===== src/rtl/issue_buffer.sv =====
// Dual-issue instruction buffer between fetch and decode: a circular queue of
// {Instr, PC} entries that takes up to two fetched instructions and issues up to two per cycle.
module issue_buffer #(
   parameter int DEPTH = 8
) (
   input  logic        clk,
   input  logic        reset,
   input  logic        Flush,
   input  logic        Stall,
   input  logic [31:0] InstrFA,
   input  logic [31:0] InstrFB,
   input  logic [31:0] PCFA,
   input  logic [31:0] PCFB,
   input  logic        ValidFA,
   input  logic        ValidFB,
   output logic        Ready,
   output logic [31:0] InstrDA,
   output logic [31:0] InstrDB,
   output logic [31:0] PCDA,
   output logic [31:0] PCDB,
   output logic        ValidDA,
   output logic        ValidDB
);

   localparam int AW = $clog2(DEPTH);
   localparam logic [AW:0]   READY_MAX = (AW + 1)'(DEPTH - 2);
   localparam logic [AW:0]   CNT_ONE   = (AW + 1)'(1);
   localparam logic [AW:0]   CNT_TWO   = (AW + 1)'(2);
   localparam logic [AW-1:0] PTR_ONE   = AW'(1);

   logic [31:0] instr_mem [DEPTH];
   logic [31:0] pc_mem    [DEPTH];

   logic [AW-1:0] head;
   logic [AW-1:0] tail;
   logic [AW:0]   count;

   logic [AW-1:0] head_b;
   logic [AW-1:0] tail_b;
   logic          lane_a_full;
   logic          lane_b_full;
   logic          accept;
   logic          push_a;
   logic          push_b;
   logic [AW:0]   push_cnt;
   logic [AW:0]   pop_cnt;

   logic [5:0]    op_a;
   logic [5:0]    funct_a;
   logic [4:0]    rt_a;
   logic [4:0]    rd_a;
   logic [5:0]    op_b;
   logic [4:0]    rs_b;
   logic [4:0]    rt_b;
   logic          a_branch;
   logic          a_mem;
   logic          b_mem;
   logic [4:0]    a_dest;
   logic          raw_hazard;
   logic          pair_legal;

   assign head_b      = head + PTR_ONE;
   assign tail_b      = tail + PTR_ONE;
   assign lane_a_full = (count >= CNT_ONE);
   assign lane_b_full = (count >= CNT_TWO);

   assign Ready = (count <= READY_MAX);

   // Lanes show the two oldest entries; a lane with no entry behind it reads as zero.
   assign InstrDA = lane_a_full ? instr_mem[head]   : 32'd0;
   assign PCDA    = lane_a_full ? pc_mem[head]      : 32'd0;
   assign InstrDB = lane_b_full ? instr_mem[head_b] : 32'd0;
   assign PCDB    = lane_b_full ? pc_mem[head_b]    : 32'd0;

   assign op_a    = InstrDA[31:26];
   assign funct_a = InstrDA[5:0];
   assign rt_a    = InstrDA[20:16];
   assign rd_a    = InstrDA[15:11];
   assign op_b    = InstrDB[31:26];
   assign rs_b    = InstrDB[25:21];
   assign rt_b    = InstrDB[20:16];

   // Pairing check: lane B may only issue alongside A when A does not redirect
   // control flow, the two do not both need the memory port, and B reads nothing A writes.
   always_comb begin
      a_branch = (op_a inside {6'd2, 6'd3, 6'd4, 6'd5}) ||
                 ((op_a == 6'd0) && ((funct_a == 6'd8) || (funct_a == 6'd9)));
      a_mem    = (op_a == 6'h23) || (op_a == 6'h2B);
      b_mem    = (op_b == 6'h23) || (op_b == 6'h2B);
      a_dest   = 5'd0;
      case (op_a)
         6'h00:                    a_dest = rd_a;
         6'h03:                    a_dest = 5'd31;
         6'h01, 6'h02, 6'h04,
         6'h05, 6'h06, 6'h07,
         6'h28, 6'h29, 6'h2B:      a_dest = 5'd0;
         default:                  a_dest = rt_a;
      endcase
      raw_hazard = (a_dest != 5'd0) && ((rs_b == a_dest) || (rt_b == a_dest));
      pair_legal = !a_branch && !(a_mem && b_mem) && !raw_hazard;
   end

   assign ValidDA = lane_a_full && !Stall && !Flush;
   assign ValidDB = ValidDA && lane_b_full && pair_legal;

   // A lone ValidFB is treated as nothing to push so the queue never holds a gap.
   assign accept = Ready && !Flush;
   assign push_a = accept && ValidFA;
   assign push_b = accept && ValidFA && ValidFB;

   always_comb begin
      push_cnt = '0;
      pop_cnt  = '0;
      if (push_b) begin
         push_cnt = CNT_TWO;
      end else if (push_a) begin
         push_cnt = CNT_ONE;
      end
      if (ValidDB) begin
         pop_cnt = CNT_TWO;
      end else if (ValidDA) begin
         pop_cnt = CNT_ONE;
      end
   end

   // Pointer and occupancy state; Flush wipes the queue and overrides any push or pop.
   always_ff @(posedge clk or posedge reset) begin
      if (reset) begin
         head  <= '0;
         tail  <= '0;
         count <= '0;
      end else if (Flush) begin
         head  <= '0;
         tail  <= '0;
         count <= '0;
      end else begin
         head  <= head + pop_cnt[AW-1:0];
         tail  <= tail + push_cnt[AW-1:0];
         count <= count + push_cnt - pop_cnt;
      end
   end

   // Entry storage is left unreset; stale contents are hidden by the occupancy masks.
   always_ff @(posedge clk) begin
      if (push_a) begin
         instr_mem[tail] <= InstrFA;
         pc_mem[tail]    <= PCFA;
      end
      if (push_b) begin
         instr_mem[tail_b] <= InstrFB;
         pc_mem[tail_b]    <= PCFB;
      end
   end

endmodule

===== config.mk =====
export PLATFORM = sky130hd
export DESIGN_NAME = issue_buffer
export DESIGN_NICKNAME = d
export VERILOG_FILES = /design/src/rtl/issue_buffer.sv
export SDC_FILE = /design/constraint.sdc
export NUM_CORES = 1
export LEC_CHECK = 0
export ABC_AREA = 1
export CORE_AREA = 2 2 295 297
export CTS_CLUSTER_DIAMETER = 50
export CTS_CLUSTER_SIZE = 20
export DETAILED_ROUTE_END_ITERATION = 8
export DIE_AREA = 0 0 297 299
export GPL_TIMING_DRIVEN = 1
export HOLD_SLACK_MARGIN = 0.02
export PLACE_DENSITY_LB_ADDON = 0.12
export SLEW_MARGIN = 10
export SYNTH_ARGS = -nofsm -noshare
export SYNTH_HDL_FRONTEND = slang
export SYNTH_SLANG_ARGS = --single-unit
export TNS_END_PERCENT = 50

===== constraint.sdc =====
create_clock -name clk -period 20.7 [get_ports clk]
set_clock_uncertainty 0.15 [all_clocks]
set_input_delay 4.14 -clock clk [delete_from_list [all_inputs] [get_ports clk]]
set_output_delay 4.14 -clock clk [all_outputs]
set_load 0.01 [all_outputs]

==> parameters.txt, run 1 <==
Parameter                              Value

Cells and area
  Layout overhead on the synthesized area ... 18.8%
  Count of fill cells added during filler insertion ... 8,443
  Final core utilization ... 0.435
  Final cell area excluding filler cells ... 37,400 um^2
  Post-layout nets ... 3,950
  Share of final-layout standard cells stronger than drive strength 1 ... 0.0974

STA
  Period utilisation layout ... 0.528
  Number of setup violations in the final report ... 0
  Max Clk Rate ... 0.0915 GHz
  Worst slew margin relative to its limit ... 0.184
  Clock period minus worst slack ... 10.93 ns
  Final setup TNS ... 0 ns
  Actual transition at the worst max-transition pin ... 1.22 ns
  Fin. Hold Viols ... 0
  Unrepaired setup endpoints after global routing ... no
  Max-slew violation count ... 0

Clocking
  Maximum buffer depth of the clock tree ... 3
  Clock slew at reported path FFs ... 0.05 ns
  CTS H-tree lvls ... 3
  Clock tree from TritonCTS ... done
  Cts repair resizes ... 0
  Number of buffers added by the clock tree synthesis step ... 85
  # clock sinks ... 522
  Clock root cell ... sky130_fd_sc_hd__clkbuf_16
  Later-pin clock latency in the skew report ... 0.63 ns
  Number of setup buffers added after CTS ... 0
  Hold buffer count at cts ... 0

Power
  Sw power ... 1.83 mW
  Clock Power Share ... 0.318
  Leak Pwr ... 14.3 nW
  Combinational power share ... 0.417
  Switching fraction of total power ... 0.388
  PwrDens ... 126 nW/um^2
  Worst vdd rail ir drop ... 91.1 uV
  Tot Pwr ... 4.72 mW
  Internal cell power ... 2.89 mW
  Sequential cell fraction of total power ... 0.265

Yosys
  Yosys top cell by area ... sky130_fd_sc_hd__edfxtp_1
  Count of flip-flops with a built-in enable after synthesis ... 512
  Sequential cell area fraction in the yosys report ... 0.497
  Synth Area per Inst ... 8.31 um^2
  Top cell type's share of synthesized area ... 0.489
  Unique cell type count in the Yosys netlist ... 42
  Asr flop ratio synth ... 0.0192
  Net count after synthesis ... 3,936
  Commonest cells in the netlist ... sky130_fd_sc_hd__o21ai_0, sky130_fd_sc_hd__nand2_1, sky130_fd_sc_hd__nor2_1
  Leading cell type by number of instances after synthesis ... sky130_fd_sc_hd__o21ai_0
  Main flop type after synthesis ... sky130_fd_sc_hd__edfxtp_1
  Top post-synthesis cells by area ... sky130_fd_sc_hd__edfxtp_1, sky130_fd_sc_hd__o21ai_0, sky130_fd_sc_hd__nand2_1
  Number of register bits inferred by synthesis ... 522
  Number of instances in the synthesized netlist ... 3,787
  Netlist area before placement ... 31,500 um^2
  Synth warn ... 0

Worst setup path
  Critical R2R Launch ... head[0]
  Worst Setup End Kind ... primary output
  CP Launch Type ... input port
  Max FO, Critical Path ... 9
  Critical path required time ... 16.41 ns
  Crit path from ... Flush
  Category of the most critical setup path ... input port to primary output
  Data arrival at the endpoint of the critical path ... 6.64 ns

Routing
  Number of antenna-violating nets in the routed design ... 0
  Pre-antenna DRT Iters ... 6
  Average routed wire per standard cell ... 23.4 um
  Vias post-DR ... 28,107
  DR vias/cell ... 5.59
  Starting DRC count in detailed routing ... 2,856
  Total wire length after detailed routing ... 118,000 um
  Final routed DRC violation total ... 0

Place
  Last weighted congestion value of the routability-driven placer ... 0.803
  Post-detail-place hpwl ... 64,000 um
  Instance area after placement ... 34,400 um^2
  IO buf count ... 264

Floorplanning
  FP Rows ... 108
  Initial standard-cell utilization of the core ... 0.366
  Die width ... 297 um
  Core Box Area ... 85,900 um^2
  Die area ... 88,800 um^2
  Number of placed I/O pins ... 265
  Height of the chip ... 299 um

Hold path
  Path type of the worst min-delay path ... flip-flop to flip-flop
  Hold Path Origin ... count[0]

Global route
  Largest net degree at the start of global routing ... 271
  Number of antenna violations at the first check in global routing ... 7
  First-pass GRT wire length ... 172,000 um
  Overall track demand over capacity in global routing ... 0.258
  Via count of the first global-routing pass ... 26,568
  Overflow left after global routing ... 0

Run status
  Outcome ... complete, no violations

Job
  Max_cap viols ... 0
worst max-delay path: stages:
cell and delay (ns):
sky130_fd_sc_hd__clkdlybuf4s50_1 0.58, sky130_fd_sc_hd__inv_1 0.27, sky130_fd_sc_hd__nand3_1 0.14, sky130_fd_sc_hd__inv_1 0.13
sky130_fd_sc_hd__nand3_1 0.08, sky130_fd_sc_hd__a21oi_1 0.19, sky130_fd_sc_hd__nand2_1 0.21, sky130_fd_sc_hd__inv_1 0.29
sky130_fd_sc_hd__clkdlybuf4s50_1 0.60
placed cells by master, fill, tap and decap left out, types with 51 or more instances in the layout:
master                            Yosys  layout
sky130_fd_sc_hd__clkbuf_16            0      87
sky130_fd_sc_hd__edfxtp_1           512     512
sky130_fd_sc_hd__nor2_1             521     521
sky130_fd_sc_hd__nand2_1            710     708
sky130_fd_sc_hd__nor3_1              55      55
sky130_fd_sc_hd__inv_1              168     165
sky130_fd_sc_hd__a21oi_1             87      87
sky130_fd_sc_hd__nand3_1             73      71
sky130_fd_sc_hd__buf_4               17      51
sky130_fd_sc_hd__clkdlybuf4s50_1      0     264
sky130_fd_sc_hd__o221a_2            145     145
sky130_fd_sc_hd__o21ai_0            970     964
worst paths after layout:
kind	to	slack, ns	cells after the start
worst min register to register	count[0]	0.55	3
worst max-delay path	ValidDB	9.77	9
worst max register to register	count[3]	14.02	24
max in group asynchronous	head[2]	16.13	2
min in group asynchronous	count[1]	3.92	2
worst min-delay path	count[0]	0.55	3
cell type report:
type                            count  area [um^2]  area share
Clock buffer                      100         2240      0.0598
Antenna cell                        2         5.00    0.000134
Timing Repair Buffer              317         3070      0.0822
Multi-Input combinational cell   2704        13600       0.363
Tap cell                         1155         1450      0.0387
Sequential cell                   522        15600       0.418
Inverter                          171          662      0.0177
Clock inverter                     56          733      0.0196
metal layers:
layer | wire (um) | share of wire | vias up | global-route usage
li1 | - | - | 13369 | -
met1 | 50900 | 0.43 | 13363 | 0.351
met2 | 54500 | 0.46 | 1147 | 0.424
met3 | 8720 | 0.074 | 218 | 0.0414
met4 | 3360 | 0.029 | 10 | 0.0785
met5 | 70 | 0.00060 | - | 0
sequential cells by signal, indices dropped and copies added, names as in the netlist:
| signal | cells |
|---|---|
| head | 3 |
| instr_mem | 256 |
| count | 4 |
| tail | 3 |
| pc_mem | 256 |
through the flow:
stage,instances,hold WS (ns),worst slack (ns)
floorplan,3787,0.452,8.79
global placement,4868,0.543,9.85
detailed placement,4868,0.550,9.85
CTS,5024,0.562,9.83
global route,5027,0.590,9.66
finish,5027,0.552,9.77
kinds of logic after synthesis:
logic type | synth area share
AND/OR/NAND/NOR | 0.175
adder cells (fa/ha/maj) | 0.00692
buffers and inverters | 0.0763
AO/OA/AOI/OAI | 0.244
XOR/XNOR | 0.00111
flip-flops | 0.497
power by group through the flow:
stage | Combinational, mW | Sequential (mW) | Clock (mW)
global placement | 1.96 | 1.27 | 0
global route | 2.13 | 1.26 | 1.56
detailed placement | 1.96 | 1.27 | 0
floorplan | 1.12 | 1.25 | 0
CTS | 1.97 | 1.25 | 1.52
finish | 1.97 | 1.25 | 1.50
No activity file was read; power rests on OpenSTA's default activity.
==> run 2, diff against run 1 <==
Clock period 20.7 ns to 9.45 ns, I/O delays scaled along.
==> run 2 against run 1 <==
Against the previous run: worst setup slack got worse by 7.7 ns; largest cell class unchanged; non-clock buffer count fell by 5; first-iteration DRC count fell by 7.0%; critical endpoint unchanged; final cell count fell by 0.56%; final area fell by 1.6%; combinational power rose by 120%; critical path depth rose by 7; clock-buffer cell count fell by 19; core utilization fell by 0.71 points.
==> parameters.txt, run 2 (synthesis gave the netlist of run 1 again) <==
Parameter                              Value

Worst setup path
  Worst Setup EP ... ValidDB
  Worst Setup End Kind ... primary output
  CP Launch Type ... flip-flop
  Data arrival at the endpoint of the critical path ... 5.38 ns (-1.26 ns)
  Number of cells traversed by the worst register-to-register path ... 23 (-4.2%)
  Category of the most critical setup path ... flip-flop to primary output
  FF-to-FF setup slack ... 3.73 ns (-10.29 ns)
  Crit path from ... head[1]
  Critical path required time ... 7.41 ns (-9.00 ns)
  Max FO, Critical Path ... 68 (+59)
  Reg-to-Reg End ... count[3]
  Critical R2R Launch ... head[1]

Power
  Worst vdd rail ir drop ... 205 uV (+120%)
  Switching fraction of total power ... 0.403 (+0.0145)
  Internal cell power ... 5.84 mW (+100%)
  Combinational power share ... 0.436 (+0.019)
  Sw power ... 3.94 mW (+120%)
  Tot Pwr ... 9.78 mW (+110%)
  Leak Pwr ... 14.0 nW (-2.1%)
  PwrDens ... 266 nW/um^2 (+110%)
  Clock Power Share ... 0.283 (-0.035)
  Sequential cell fraction of total power ... 0.281 (+0.016)

Routing
  Final routed DRC violation total ... 0 (unchanged)
  Number of antenna-violating nets in the routed design ... 0 (unchanged)
  DR vias/cell ... 5.62 (+0.45%)
  Starting DRC count in detailed routing ... 2,657 (-7.0%)
  Total wire length after detailed routing ... 117,000 um (-0.17%)
  Pre-antenna DRT Iters ... 6 (unchanged)
  Average routed wire per standard cell ... 23.5 um (+0.39%)
  Vias post-DR ... 28,075 (-0.11%)

Cells and area
  Most common cell after layout, fill and taps aside ... sky130_fd_sc_hd__o21ai_0
  Multi-input logic area ... 13,600 um^2 (unchanged)
  Sequential cell area ... 15,600 um^2 (unchanged)
  Post-layout nets ... 3,933 (-0.43%)
  Final cell area excluding filler cells ... 36,800 um^2 (-1.6%)
  Layout overhead on the synthesized area ... 16.8%
  Leading cell types in the layout, fill and taps excluded ... sky130_fd_sc_hd__o21ai_0, sky130_fd_sc_hd__nand2_1, sky130_fd_sc_hd__nor2_1, sky130_fd_sc_hd__edfxtp_1, sky130_fd_sc_hd__clkdlybuf4s50_1
  Regs by FF count ... instr_mem x256, pc_mem x256, count x4
  Share of final-layout standard cells stronger than drive strength 1 ... 0.0931 (-0.00428)
  Count of fill cells added during filler insertion ... 8,508 (+0.77%)
  Diode insertion count for antenna repair ... 0 (-2)

Floorplanning
  Number of placed I/O pins ... 265 (unchanged)
  Die width ... 297 um (unchanged)
  Die area ... 88,800 um^2 (unchanged)
  Core Box Area ... 85,900 um^2 (unchanged)
  Height of the chip ... 299 um (unchanged)
  FP Rows ... 108 (unchanged)
  Initial standard-cell utilization of the core ... 0.366 (unchanged)

STA
  Unrepaired setup endpoints after global routing ... no
  Period utilisation layout ... 0.786
  Fin. Hold Viols ... 0 (unchanged)
  Number of setup violations in the final report ... 0 (unchanged)
  Worst slew margin relative to its limit ... 0.205 (+0.0206)
  Max-slew violation count ... 0 (unchanged)
  Actual transition at the worst max-transition pin ... 1.19 ns (-0.0308 ns)
  Max Clk Rate ... 0.135 GHz
  Final setup TNS ... 0 ns (unchanged)
  Clock period minus worst slack ... 7.42 ns

Clocking
  Cts repair resizes ... 0 (unchanged)
  # clock sinks ... 522 (unchanged)
  Later-pin clock latency in the skew report ... 0.63 ns (about the same)
  Clock root cell ... sky130_fd_sc_hd__clkbuf_16
  CTS H-tree lvls ... 3 (unchanged)
  Clock slew at reported path FFs ... 0.05 ns (about the same)
  Hold buffer count at cts ... 0 (unchanged)
  Number of setup buffers added after CTS ... 0 (unchanged)
  Clock tree from TritonCTS ... done
  Maximum buffer depth of the clock tree ... 3 (unchanged)
  Number of buffers added by the clock tree synthesis step ... 73 (-14%)

Global route
  First-pass GRT wire length ... 172,000 um (-0.50%)
  Overall track demand over capacity in global routing ... 0.257 (-0.000998)
  GRT busiest layer ... met2
  Via count of the first global-routing pass ... 26,089 (-1.8%)
  Met2 routing resource usage after global routing ... 0.422 (-0.00184)
  Global routing met3 resource utilization ... 0.0435 (+0.00204)
  Overflow left after global routing ... 0 (unchanged)
  Largest net degree at the start of global routing ... 267 (-1.5%)
  Met1 capacity usage during global routing ... 0.350 (-0.000861)
  Number of antenna violations at the first check in global routing ... 3 (-4)

Place
  Post-detail-place hpwl ... 64,200 um (+0.31%)
  IO buf count ... 264 (unchanged)
  Last weighted congestion value of the routability-driven placer ... 0.817 (+1.7%)
  Instance area after placement ... 34,400 um^2 (about the same)

Hold path
  Path type of the worst min-delay path ... flip-flop to flip-flop
  Hold Path Origin ... count[0]

Job
  Max_cap viols ... 0 (unchanged)

Run status
  Outcome ... complete, no violations
==> run 2: cell types whose count changed in the layout (fill, tap and decap cells not counted), sizes merged <==
cell | previous run | this run
clkbuf | 100 | 81
bufinv | 14 | 6
inv | 181 | 187
buf | 53 | 48
clkinv | 26 | 24
clkinvlp | 6 | 8
diode | 2 | 0
==> run 2: per-layer routing <==
metal / wire length, um / up-vias
li1: - / 13336
met1: 50700 / 13403
met2: 54700 / 1144
met3: 8880 / 188
met4: 3030 / 4
met5: 27 / -
==> run 2: how the worst min path moves through the flow <==
stage                    end  slack (ns)  cells past startpoint
global placement    count[0]        0.52                      3
global route         tail[2]        0.60                      2
CTS                 count[0]        0.52                      3
detailed placement  count[0]        0.51                      3
finish              count[0]        0.51                      3
floorplan           count[0]        0.45                      3
==> run 2: layout make-up <==
type / count / share of cell area
Clock buffer: 81 / 0.0505
Clock inverter: 54 / 0.0151
Inverter: 171 / 0.0180
Multi-Input combinational cell: 2704 / 0.369
Sequential cell: 522 / 0.425
Tap cell: 1155 / 0.0393
Timing Repair Buffer: 312 / 0.0824
==> run 2: through the flow <==
stage                     worst slack [ns]  instances  hold slack (ns)   util
after floorplan                     -0.207       3787            0.452      -
after global placement                2.71       4864            0.518  0.400
after detailed placement              2.68       4864            0.509  0.400
after CTS                             1.99       4999            0.523  0.428
after global routing                  1.59       4999            0.603  0.428
final                                 2.03       4999            0.509  0.428
==> run 2: worst max-delay path, cell delays in order (launching register included) <==
cell and delay [ns]:
sky130_fd_sc_hd__dfrtp_4 0.91, sky130_fd_sc_hd__ha_4 0.46, sky130_fd_sc_hd__inv_4 0.71, sky130_fd_sc_hd__buf_4 0.50
sky130_fd_sc_hd__o21ai_0 0.15, sky130_fd_sc_hd__o221ai_1 0.21, sky130_fd_sc_hd__nand2_1 0.07, sky130_fd_sc_hd__nor2_1 0.20
sky130_fd_sc_hd__nand4_1 0.12, sky130_fd_sc_hd__nand2_1 0.10, sky130_fd_sc_hd__nor2_1 0.04, sky130_fd_sc_hd__nand3_1 0.05
sky130_fd_sc_hd__nand2_1 0.05, sky130_fd_sc_hd__nand2_1 0.15, sky130_fd_sc_hd__nand2_1 0.19, sky130_fd_sc_hd__inv_1 0.15
sky130_fd_sc_hd__clkdlybuf4s50_1 0.68
==> run 2: power by group through the flow <==
stage	clock (mW)	sequential [mW]	combinational [mW]
6_report	2.77	2.75	4.27
5_1_grt	2.91	2.76	4.62
4_1_cts	2.82	2.74	4.27
3_5_place_dp	0	2.79	4.25
3_3_place_gp	0	2.79	4.25
2_1_floorplan	0	2.74	2.46
